## src/rtl/pwm_pkg.sv

```systemverilog
// Shared types and default sizing for the multi-channel PWM generator.
package pwm_pkg;

  typedef enum logic [1:0] {
    PWM_SEL_IDLE = 2'b00,
    PWM_SEL_CMP  = 2'b01,
    PWM_SEL_TOP  = 2'b10,
    PWM_SEL_CNT  = 2'b11
  } pwm_sel_e;

  localparam int unsigned PWM_WIDTH    = 16;
  localparam int unsigned PWM_CHANNELS = 4;

endpackage

```

## src/rtl/pwm_channel.sv

```systemverilog
// One PWM compare channel: shadow compare, active compare and the output comparator.
module pwm_channel #(
  parameter int unsigned WIDTH = 16
) (
  input  logic             clk,
  input  logic             rst,
  input  logic             wr_i,
  input  logic             upd_i,
  input  logic [WIDTH-1:0] d_i,
  input  logic [WIDTH-1:0] cnt_i,
  output logic             out_o
);

  logic [WIDTH-1:0] shadow_q, shadow_d;
  logic [WIDTH-1:0] active_q, active_d;

  // The update takes the shadow as it was before any same-cycle write.
  always_comb begin
    shadow_d = shadow_q;
    active_d = active_q;
    if (upd_i) active_d = shadow_q;
    if (wr_i)  shadow_d = d_i;
  end

  always_ff @(posedge clk or posedge rst) begin
    if (rst) begin
      shadow_q <= '0;
      active_q <= '0;
    end else begin
      shadow_q <= shadow_d;
      active_q <= active_d;
    end
  end

  assign out_o = cnt_i < active_q;

endmodule

```

## src/rtl/pwm_multi.sv

```systemverilog
// Multi-channel PWM: shared period counter, shadowed top, CHANNELS compare channels.
// Optional center-aligned counting is enabled by defining PWM_CENTER_EN.
module pwm_multi
  import pwm_pkg::*;
#(
  parameter int unsigned  WIDTH    = PWM_WIDTH,
  parameter int unsigned  CHANNELS = PWM_CHANNELS,
  localparam int unsigned CH_W     = (CHANNELS > 1) ? $clog2(CHANNELS) : 1
) (
  input  logic                clk,
  input  logic                rst,
  input  logic                en,
`ifdef PWM_CENTER_EN
  input  logic                center,
`endif
  input  logic [1:0]          sel,
  input  logic [CH_W-1:0]     ch,
  input  logic [WIDTH-1:0]    d,
  output logic [WIDTH-1:0]    cnt,
  output logic [WIDTH-1:0]    top,
  output logic [CHANNELS-1:0] out,
  output logic                period_end
);

  pwm_sel_e sel_e;
  logic load, wrap, upd;
  logic [WIDTH-1:0] cnt_q, cnt_d;
  logic [WIDTH-1:0] top_q, top_d;
  logic [WIDTH-1:0] top_sh_q, top_sh_d;
  logic [CHANNELS-1:0] wr;

  assign sel_e = pwm_sel_e'(sel);
  assign load  = sel_e == PWM_SEL_CNT;
  assign upd   = en & ~load & wrap;

`ifdef PWM_CENTER_EN
  logic dir_q, dir_d;  // 1 = counting down

  always_comb begin
    if (!center)          wrap = cnt_q >= top_q;
    else if (top_q == '0) wrap = 1'b1;
    else                  wrap = dir_q && (cnt_q == '0);
  end

  always_comb begin
    cnt_d = cnt_q;
    dir_d = dir_q;
    if (load) begin
      cnt_d = d;
    end else if (en) begin
      if (!center) begin
        dir_d = 1'b0;
        cnt_d = wrap ? '0 : cnt_q + WIDTH'(1);
      end else if (top_q == '0) begin
        cnt_d = '0;
        dir_d = 1'b0;
      end else if (!dir_q) begin
        // At or above top while rising: turn around without exceeding the loaded value.
        if (cnt_q >= top_q) begin
          cnt_d = cnt_q - WIDTH'(1);
          dir_d = 1'b1;
        end else begin
          cnt_d = cnt_q + WIDTH'(1);
        end
      end else if (cnt_q == '0) begin
        cnt_d = WIDTH'(1);
        dir_d = 1'b0;
      end else begin
        cnt_d = cnt_q - WIDTH'(1);
      end
    end
  end

  always_ff @(posedge clk or posedge rst) begin
    if (rst) dir_q <= 1'b0;
    else     dir_q <= dir_d;
  end
`else
  assign wrap = cnt_q >= top_q;

  always_comb begin
    cnt_d = cnt_q;
    if (load)    cnt_d = d;
    else if (en) cnt_d = wrap ? '0 : cnt_q + WIDTH'(1);
  end
`endif

  always_comb begin
    top_d    = top_q;
    top_sh_d = top_sh_q;
    if (upd) top_d = top_sh_q;
    if (en && sel_e == PWM_SEL_TOP) top_sh_d = d;
  end

  always_comb begin
    wr = '0;
    for (int i = 0; i < CHANNELS; i++) begin
      wr[i] = en && (sel_e == PWM_SEL_CMP) && (ch == CH_W'(i));
    end
  end

  always_ff @(posedge clk or posedge rst) begin
    if (rst) begin
      cnt_q    <= '0;
      top_q    <= '0;
      top_sh_q <= '0;
    end else begin
      cnt_q    <= cnt_d;
      top_q    <= top_d;
      top_sh_q <= top_sh_d;
    end
  end

  for (genvar i = 0; i < CHANNELS; i++) begin : g_ch
    pwm_channel #(
      .WIDTH(WIDTH)
    ) u_ch (
      .clk   (clk),
      .rst   (rst),
      .wr_i  (wr[i]),
      .upd_i (upd),
      .d_i   (d),
      .cnt_i (cnt_q),
      .out_o (out[i])
    );
  end

  assign cnt        = cnt_q;
  assign top        = top_q;
  // Reset must clear period_end even while en is held high.
  assign period_end = upd & ~rst;

endmodule

```

## config.mk

```make
export PLATFORM = sky130hd
export DESIGN_NAME = pwm_multi
export DESIGN_NICKNAME = d
export VERILOG_FILES = /design/src/rtl/pwm_pkg.sv /design/src/rtl/pwm_channel.sv /design/src/rtl/pwm_multi.sv
export SDC_FILE = /design/constraint.sdc
export NUM_CORES = 1
export LEC_CHECK = 0
export ABC_AREA = 1
export ABC_CLOCK_PERIOD_IN_PS = 15100
export BUFFER_PORTS_ARGS = -buffer_cell sky130_fd_sc_hd__buf_4
export CAP_MARGIN = 10
export CELL_PAD_IN_SITES_DETAIL_PLACEMENT = 1
export CELL_PAD_IN_SITES_GLOBAL_PLACEMENT = 2
export CORE_ASPECT_RATIO = 2
export CORE_MARGIN = 4
export CORE_UTILIZATION = 40
export DETAILED_ROUTE_END_ITERATION = 8
export GPL_TIMING_DRIVEN = 0
export PLACE_DENSITY = 0.9
export REMOVE_ABC_BUFFERS = 1
export SETUP_SLACK_MARGIN = 0.05
export SYNTH_ARGS = -nofsm -noshare
export SYNTH_HDL_FRONTEND = slang
export SYNTH_SLANG_ARGS = --single-unit
```

## constraint.sdc

```tcl
create_clock -name clk -period 15.1 [get_ports clk]
set_clock_uncertainty 0.15 [all_clocks]
set_input_delay 3.02 -clock clk [delete_from_list [all_inputs] [get_ports clk]]
set_output_delay 3.02 -clock clk [all_outputs]
set_load 0.005 [all_outputs]
```

## Yosys cells after proc, flatten, opt, wreduce, memory -nomap -nowiden

Index checks and enable logic that the tools add are counted.

- Bitwise operators: 5
- Add/sub/neg operators: 1
- Mux-type cells: 3
- Equal/unequal tests: 6
- Divide/modulo/power cells: 0
- Shift operators: 0
- Magnitude comparators: 5
- Multipliers: 0
- Reduce and logical (&&, ||, !) cells: 8

Operators by type and width:

| kind | number |
|---|---|
| $lt A16 B16 Y1 | 4 |
| $mux W16 | 3 |
| $add A16 B1 Y16 const B | 1 |
| $ge A16 B16 Y1 | 1 |
| $eq A2 B2 Y1 const B | 4 |
| $logic_and A1 B1 Y1 | 6 |
| $eq A2 B1 Y1 const B | 2 |
| $and A1 B1 Y1 | 3 |
| $logic_not A2 Y1 | 1 |
| $not A1 Y1 | 2 |
| $reduce_bool A2 Y1 | 1 |

- Word-level logic and storage cells: 39
- Output and inout port bits: 37
- Latch bits: 0
- Memory bits (writable): 0
- Flip-flop bits (word level): 176
- Memory bits (read-only): 0
- Memories: 0

## Logic depth before layout (Yosys ltp)

Gate-level depths: netlist (run 1).

- Depth after elaboration: 5
- Depth in mapped cells: 15

## Cells and area by module

A second synthesis (run 1) with hierarchy kept.

- Cells, all modules: 1012
- Area, all modules: 9362.7 um^2

By module, submodules not included:

| module | instances | area an instance (um^2) | seq. area each (um^2) | cells an instance |
|---|---|---|---|---|
| pwm_channel | 4 | 1595.3 | 800.8 | 154 |
| pwm_multi | 1 | 2981.6 | 1201.2 | 396 |

## Worst setup path after synthesis (run 1)

Ideal clock, no wire load.

- Path kind: in2out
- Start point: input en
- End point: output period_end
- Cell stages on the path: 5
- Arrival time: 3651 ps
- Path slack: 8279 ps
- Path buffers: 1
- Path through: inv_2 > a21oi_4 > nand2_4 > buf_6 > nor2_1

- Longest elaborated chain between the ends: 3

Ends and longest elaborated chain:

| item | RTL line | text |
|---|---|---|
| from (decl) | pwm_multi.sv:12 | `input logic en,` |
| $and A1 B1 Y1 (2 in series) | pwm_multi.sv:34 | `assign upd = en & ~load & wrap;` |
| $and A1 B1 Y1 | pwm_multi.sv:131 | `assign period_end = upd & ~rst;` |
| to (decl) | pwm_multi.sv:22 | `output logic period_end` |

No other way between the ends.

## Worst setup path after layout (run 1)

Ends and elaborated chain as after synthesis.

==> results of run 1 <==
-- power by group --
part           total [uW]  switching (uW)  internal (uW)
Sequential            722             115            606
Combinational         762             476            286
Clock                 486             184            302
Total                1970             776           1190
-- per-stage QoR --
step / hold slack (ns) / instance area, sq um
after detailed placement: 0.308 / 9790
after global placement: 0.303 / 9650
after CTS: 0.324 / 10400
after floorplan: 0.292 / 8860
final: 0.319 / 10500
after global routing: 0.345 / 10500
-- path summary, 6_finish.rpt --
kind / from / end / slack, ns
max in group asynchronous: rst / g_ch[2].u_ch.active_q[0]$_DFFE_PP0P_ / 11.43
max: en / period_end / 7.10
min reg2reg: g_ch[0].u_ch.active_q[9]$_DFFE_PP0P_ / g_ch[0].u_ch.active_q[9]$_DFFE_PP0P_ / 0.32
max reg2reg: cnt[12]$_DFFE_PP0P_ / top[8]$_DFFE_PP0P_ / 10.85
min in group asynchronous: rst / g_ch[0].u_ch.active_q[11]$_DFFE_PP0P_ / 2.46
min: g_ch[0].u_ch.active_q[9]$_DFFE_PP0P_ / g_ch[0].u_ch.active_q[9]$_DFFE_PP0P_ / 0.32
-- routing by layer --
layer	vias to the layer above	global-route usage, %	wire length, microns
met5	-	0	0
met4	0	7.77	738
met3	35	3.03	464
met2	77	40.2	14600
met1	3740	23.5	9610
li1	3606	-	-
-- cells in the mapped netlist (2+ instances only) --
master	count	share of area, %
a21oi_1	44	2.4
buf_2	12	0.66
buf_4	5	0.41
buf_6	8	0.99
clkbuf_1	25	1.0
dfrtp_1	176	48
ha_1	77	11
inv_1	140	5.8
nand2_1	317	13
nand2_4	2	0.25
nand3_1	99	5.4
nand4_1	26	1.8
nor2_1	16	0.66
nor3_1	6	0.33
o211ai_1	4	0.33
o21a_1	9	0.74
o21ai_0	95	5.2
o21ai_1	2	0.11
o22ai_1	11	0.75
xor2_1	8	0.77
-- registers in the layout, summed over array words and instances, names as in the netlist --
signal / cells
top: 16
top_sh_q: 16
g_ch.u_ch.shadow_q: 64
g_ch.u_ch.active_q: 64
cnt: 16
-- worst reg2reg max path, stage by stage, from the launching register on --
cell and delay, ns:
dfrtp_1 0.57, ha_1 0.38, nand4_1 0.26, a21oi_1 0.55
nor2_4 0.21, nand2_4 0.80, nand2_4 0.80, nand2_1 0.34
nand2_1 0.07
-- area by class of cell --
type	instances	share of cell area, %
clock buffers	22	4.44
multi-input cells	722	37.5
repair buffers	67	5.65
clock inverters	10	1.75
well taps	280	3.35
inverters	141	5.14
flip-flops and latches	176	42.1
-- layout by cell type (no fill, tap or decap) --
cell type	count
clkbuf_16	17
o21ai_1	2
clkinv_2	2
ha_1	77
buf_8	4
clkinvlp_4	3
o211ai_1	4
clkbuf_8	2
inv_2	1
clkbuf_1	3
nand3_1	99
a21oi_1	44
inv_8	1
nor2_4	1
nand2_4	2
nand2_2	1
xor2_1	8
dfrtp_1	176
buf_12	3
bufinv_16	5
nor3_1	6
inv_1	139
o21bai_1	1
nand2_1	317
o21a_1	9
buf_4	59
nor2_2	1
nand4_1	26
nor2_1	16
nor3_2	1
o21ai_0	95
o22ai_1	11
a21oi_4	1
buf_16	1
-- kinds of logic (layout without fill, tap and decap cells) --
kind of cell             count (synthesis)  count (layout)  synth area share [%]
flip-flops                             176             176                  48.2
AO/OA/AOI/OAI                          167             167                  9.80
adder cells (fa/ha/maj)                 77              77                  10.5
AND/OR/NAND/NOR                        470             470                  21.8
buffers and inverters                  191             240                  8.87
XOR/XNOR                                 8               8                 0.767
==> impl_results.md, run 1 <==
* Status: complete, no violations
* Buffer depth of the longest clock path at 2
* Nets at 1,225
* Clock sinks at 176
* CTS resizes at 0
* Number of hold-slack violations in the final timing report at 0
* Ant. Diodes at 0
* Clock transition at path regs at 0.06 ns
* Vias per cell at between 5 and 6
* Post-Route Setup TNS at 0 ns
* Worst-Margin Slew at 1.23 ns
* Cells after DPL at approximately 1,400
* Number of synthesized flops with an enable pin at 0
* Final worst slack at 7.10 ns
* VDD IR max at 0.0000949 V
* Hold Path Stages at 2
* FILL cells at 2,718
* H-Tree Depth at 4
* P&R area growth vs syn at 14.4%
* Tmin final at between 7 and 8 ns
* Ys flop type: dfrtp_1
* Arrival @ worst endpoint at 4.83 ns
* Crit. End Element: primary output
* Hold buffers post-CTS at 0
* Initial antenna violation count at 0
* FF/Latch Area at 4400 sq um
* Buffers & Inverters on Critical Path at 4
* Period utilisation layout at 53.0%
* Cells along the critical path: buf_4, inv_2, a21oi_4, buf_12, nand2_4, nor2_1, buf_4
* Width of the die at 115 microns
* CP max FO at 81
* Critical path class: input port to primary output
* Data required, critical path at ~12 ns
* Number of remaining DRC errors at 0
* Detailed Routing Iterations Pass 1 at 5
* Post-CTS Setup Inserts at 0
* CP startpoint kind: input port
* Max cap viols at 0
* Avg Inst Size Synth at 8.39 sq um
* Area of the core at roughly 23,000 sq um
* Die Y at 222 microns
* Hold Path Class: register to register
* Row Count at 78
* #FFs+latches synth at 176
* Final ANT Viol Nets at 0
* Largest net degree at the start of global routing at 103
* Vias post-DR at 7,458
* Global-route wire length before repair at 42.0 mm
* GRT Resource Usage Total at between 20% and 30%
* Grt total ovfl at 0
* Max incr delay on CP at 0.51 ns
* Pins Over Slew Limit at 0
* WL per Instance at 17.9 microns
* Share of cells above drive strength 1 at 9.23%
* FF-to-FF path depth at 8
* LEAKAGE at between 0.005 and 0.006 uW
* Total power at slightly below 2000 uW
* Sequential element share of the synthesized area at 48.2%
* Number of buffers created by CTS at 17
* Ys async rst share at 100%
* Netlist Area Pre-Place at ~9100 sq um
* Initial Utilization at 40.4%
* CP most frequent cell: buf_4
* Unique masters post-synth at 27
* Clk_lat worst skew at approximately 0.44 ns
* Final RePlAce weighted congestion at 0.852
* IO Pins at 60
* Rel. slew slack at between 10% and 20%
* Gate Count Post-Synth at 1,089
* Core Util, Final at between 40% and 50%
* PwrDens at roughly 190 nW/um^2
* Fmax at roughly 130 MHz
* Initial DRC count at 247
* Finished Layout Cells at 1,418
* CP max-delay cell: nand2_4
* Unrepaired setup endpoints after global routing: false
* CTS tree: built
* Clk root buf: clkbuf_16
* WL final at around 25 mm
* CP delay by family, top: simple AND/OR/NAND/NOR gates
* DIE AREA at 25,500 sq um
* Vias in the first global route at 8,022
* HPWL after detailed placement at 17.4 mm
* IO Port Bufs at 59
* Endpoints failing setup at 0
* Critical path depth at 7
* Syn. warnings at 0
* Area occupied by multi-input gates at 3920 sq um
* Setup WS pre-CTS at 7.03 ns
Power figures use the tool's default switching activity.
==> inputs of run 2 (changes only) <==
ABC_CLOCK_PERIOD_IN_PS = 7400   (was 15100)
CORE_UTILIZATION = 37   (was 40)
PLACE_DENSITY = 0.84   (was 0.9)
clock period = 7.4 ns   (was 15.1 ns; I/O delays follow)
==> run 2 against run 1 <==
Worst hold slack worse by 0.0012 ns. Register-to-register slack worse by 7.7 ns. First-iteration DRC count rose by 22%. Cell area grew 0.16%. Cell count rose by 3.5%. Largest cell class unchanged. Wire length increased by 2.3%. Combinational power grew 110%.
==> impl_results.md, run 2 (same netlist as run 1, synthesis figures left out) <==
* Initial DRC count at 301
* LEAKAGE at 0.00544 uW
* Most frequent cells in the layout: 317 x nand2_1, 176 x dfrtp_1, 139 x inv_1, 99 x nand3_1, 95 x o21ai_0
* Clock power frac at 23.0%
* Unrepaired setup endpoints after global routing: false
* Reg-to-reg endpoint: g_ch[1].u_ch.active_q[7]$_DFFE_PP0P_
* Critical path depth at 8
* CTS tree: built
* Vias per cell at a little over 5
* Initial antenna violation count at 0
* Clk_lat worst skew at approximately 0.44 ns
* Largest net degree at the start of global routing at 90
* Detailed Routing Iterations Pass 1 at 6
* Ant. Diodes at 0
* Commonest non-fill, non-tap cell in the layout: nand2_1
* PwrDens at 379 nW/um^2
* Vias in the first global route at 8,179
* Nets at 1,225
* Width of the die at 119 microns
* Status: complete, no violations
* Final ANT Viol Nets at 0
* Pins Over Slew Limit at 0
* Startpoint of the worst hold path: g_ch[3].u_ch.active_q[8]$_DFFE_PP0P_
* Placed cell area at 9860 sq um
* Arrival @ worst endpoint at around 4.5 ns
* Row Count at 81
* IO Pins at 60
* Final RePlAce weighted congestion at between 0.8 and 0.9
* Hold buffers post-CTS at 0
* Number of remaining DRC errors at 0
* Period utilisation layout at 83.1%
* Data required, critical path at around 5.8 ns
* CP startpoint kind: register
* Worst r2r src: cnt[13]$_DFFE_PP0P_
* Max cap viols at 0
* GRT Resource Usage Total at about a fifth
* Clock sinks at between 150 and 200
* VDD IR max at 0.000161 V
* Crit. End Element: primary output
* Critical path class: register to primary output
* Switching power at 1600 uW
* Sequential power share at between 30% and 40%
* P&R area growth vs syn at 14.6%
* Grt total ovfl at 0
* Rel. slew slack at 22.2%
* CP max FO at 82
* HPWL after detailed placement at 17.6 mm
* Buffers & Inverters on Critical Path at 1
* WL per Instance at 17.7 microns
* CP delay by family, top: simple AND/OR/NAND/NOR gates
* FF/Latch Area at 4400 sq um
* Total power at 3960 uW
* Number of buffers created by CTS at 17
* Design area at between 10,000 and 15,000 sq um
* Number of hold-slack violations in the final timing report at 0
* Clk root buf: clkbuf_16
* Area occupied by multi-input gates at 3920 sq um
* Crit path from: cnt[13]$_DFFE_PP0P_
* Worst-Margin Slew at 1.16 ns
* CTS resizes at 0
* Int Power at between 2000 and 2500 uW
* CP most frequent cell: nand2_4
* Comb pwr share at 39.9%
* Buffer depth of the longest clock path at 2
* Critical Path Sink: period_end
* Global-route wire length before repair at 42.5 mm
* IO Port Bufs at 59
* Endpoints failing setup at 0
* Fmax at 163 MHz
* Max incr delay on CP at 0.83 ns
* Die Y at 230 microns
* CP max-delay cell: nand2_4
* H-Tree Depth at 4
* Switching Share at 40.3%
* FF-to-FF path depth at 8
* Clock transition at path regs at 0.06 ns
* Share of cells above drive strength 1 at 8.98%
* DIE AREA at 27,400 sq um
* WL final at 26.0 mm
* FILL cells at 2,923
* Post-CTS Setup Inserts at 0
* Area of the core at 24,400 sq um
* Cells along the critical path: ha_1, nand4_1, a21oi_1, nor2_4, nand2_4, nand2_4, nor2_1, buf_4
* Initial Utilization at ~37%
* Top Registers: g_ch.u_ch.active_q (64), g_ch.u_ch.shadow_q (64)
* R2R setup slack at 3.14 ns
* Vias post-DR at 7,468
* Tmin final at roughly 6.1 ns
* Hold Path Class: register to register
-- run 2: changes by cell type in the layout (fill, tap and decap cells not counted), sizes merged --
cell and delta:
clkbuf +1, clkinv +2, clkinvlp -3, bufinv -2
-- run 2: how the worst min path moves through the flow --
| stage | endpoint | slack, ns | cells after the start |
|---|---|---|---|
| after global placement | g_ch[2].u_ch.active_q[13]$_DFFE_PP0P_ | 0.30 | 2 |
| after floorplan | g_ch[0].u_ch.active_q[10]$_DFFE_PP0P_ | 0.29 | 2 |
| after detailed placement | g_ch[1].u_ch.active_q[11]$_DFFE_PP0P_ | 0.31 | 2 |
| after global routing | g_ch[2].u_ch.active_q[0]$_DFFE_PP0P_ | 0.34 | 2 |
| final | g_ch[3].u_ch.active_q[8]$_DFFE_PP0P_ | 0.32 | 2 |
| after CTS | g_ch[1].u_ch.active_q[10]$_DFFE_PP0P_ | 0.32 | 2 |
-- run 2: per-stage QoR --
step	std cells	setup WS [ns]	hold slack [ns]	TNS (ns)	util (%)
floorplan	1039	0.996	0.292	0	-
global placement	1430	-1.39	0.303	-238.50	39.8
detailed placement	1437	1.55	0.308	0	40.4
CTS	1467	1.07	0.324	0	42.7
global route	1468	0.939	0.344	0	42.9
finish	1468	1.25	0.318	0	42.9
-- run 2: layout make-up --
class                           count  area share [%]
Clock buffer                       23            4.47
Clock inverter                      7            1.05
Inverter                          141            5.13
Multi-Input combinational cell    722            37.5
Sequential cell                   176            42.1
Tap cell                          332            3.97
Timing Repair Buffer               67            5.83
-- run 2: worst reg2reg max path, cell delays in order, from the launching register on --
cell and delay (ns):
dfrtp_1 0.55, ha_1 0.40, nand4_1 0.26, a21oi_1 0.56, nor2_4 0.22, nand2_4 0.80, nand2_4 0.84, nand2_1 0.31
nand2_1 0.07
-- run 2: routing by layer --
metal | share of wire [%] | track usage (%) | up-vias
met1 | 37 | 20.1 | 3712
met5 | 0 | 0 | -
li1 | - | - | 3604
met4 | 3.3 | 8.56 | 0
met2 | 57 | 39.7 | 103
met3 | 2.3 | 2.76 | 49
-- run 2: power by group through the flow --
stage | clock network (uW) | registers, uW | logic, uW
global placement | 0 | 1480 | 1540
detailed placement | 0 | 1490 | 1620
floorplan | 0 | 1420 | 1000
CTS | 933 | 1480 | 1630
global route | 966 | 1510 | 1830
finish | 911 | 1470 | 1580
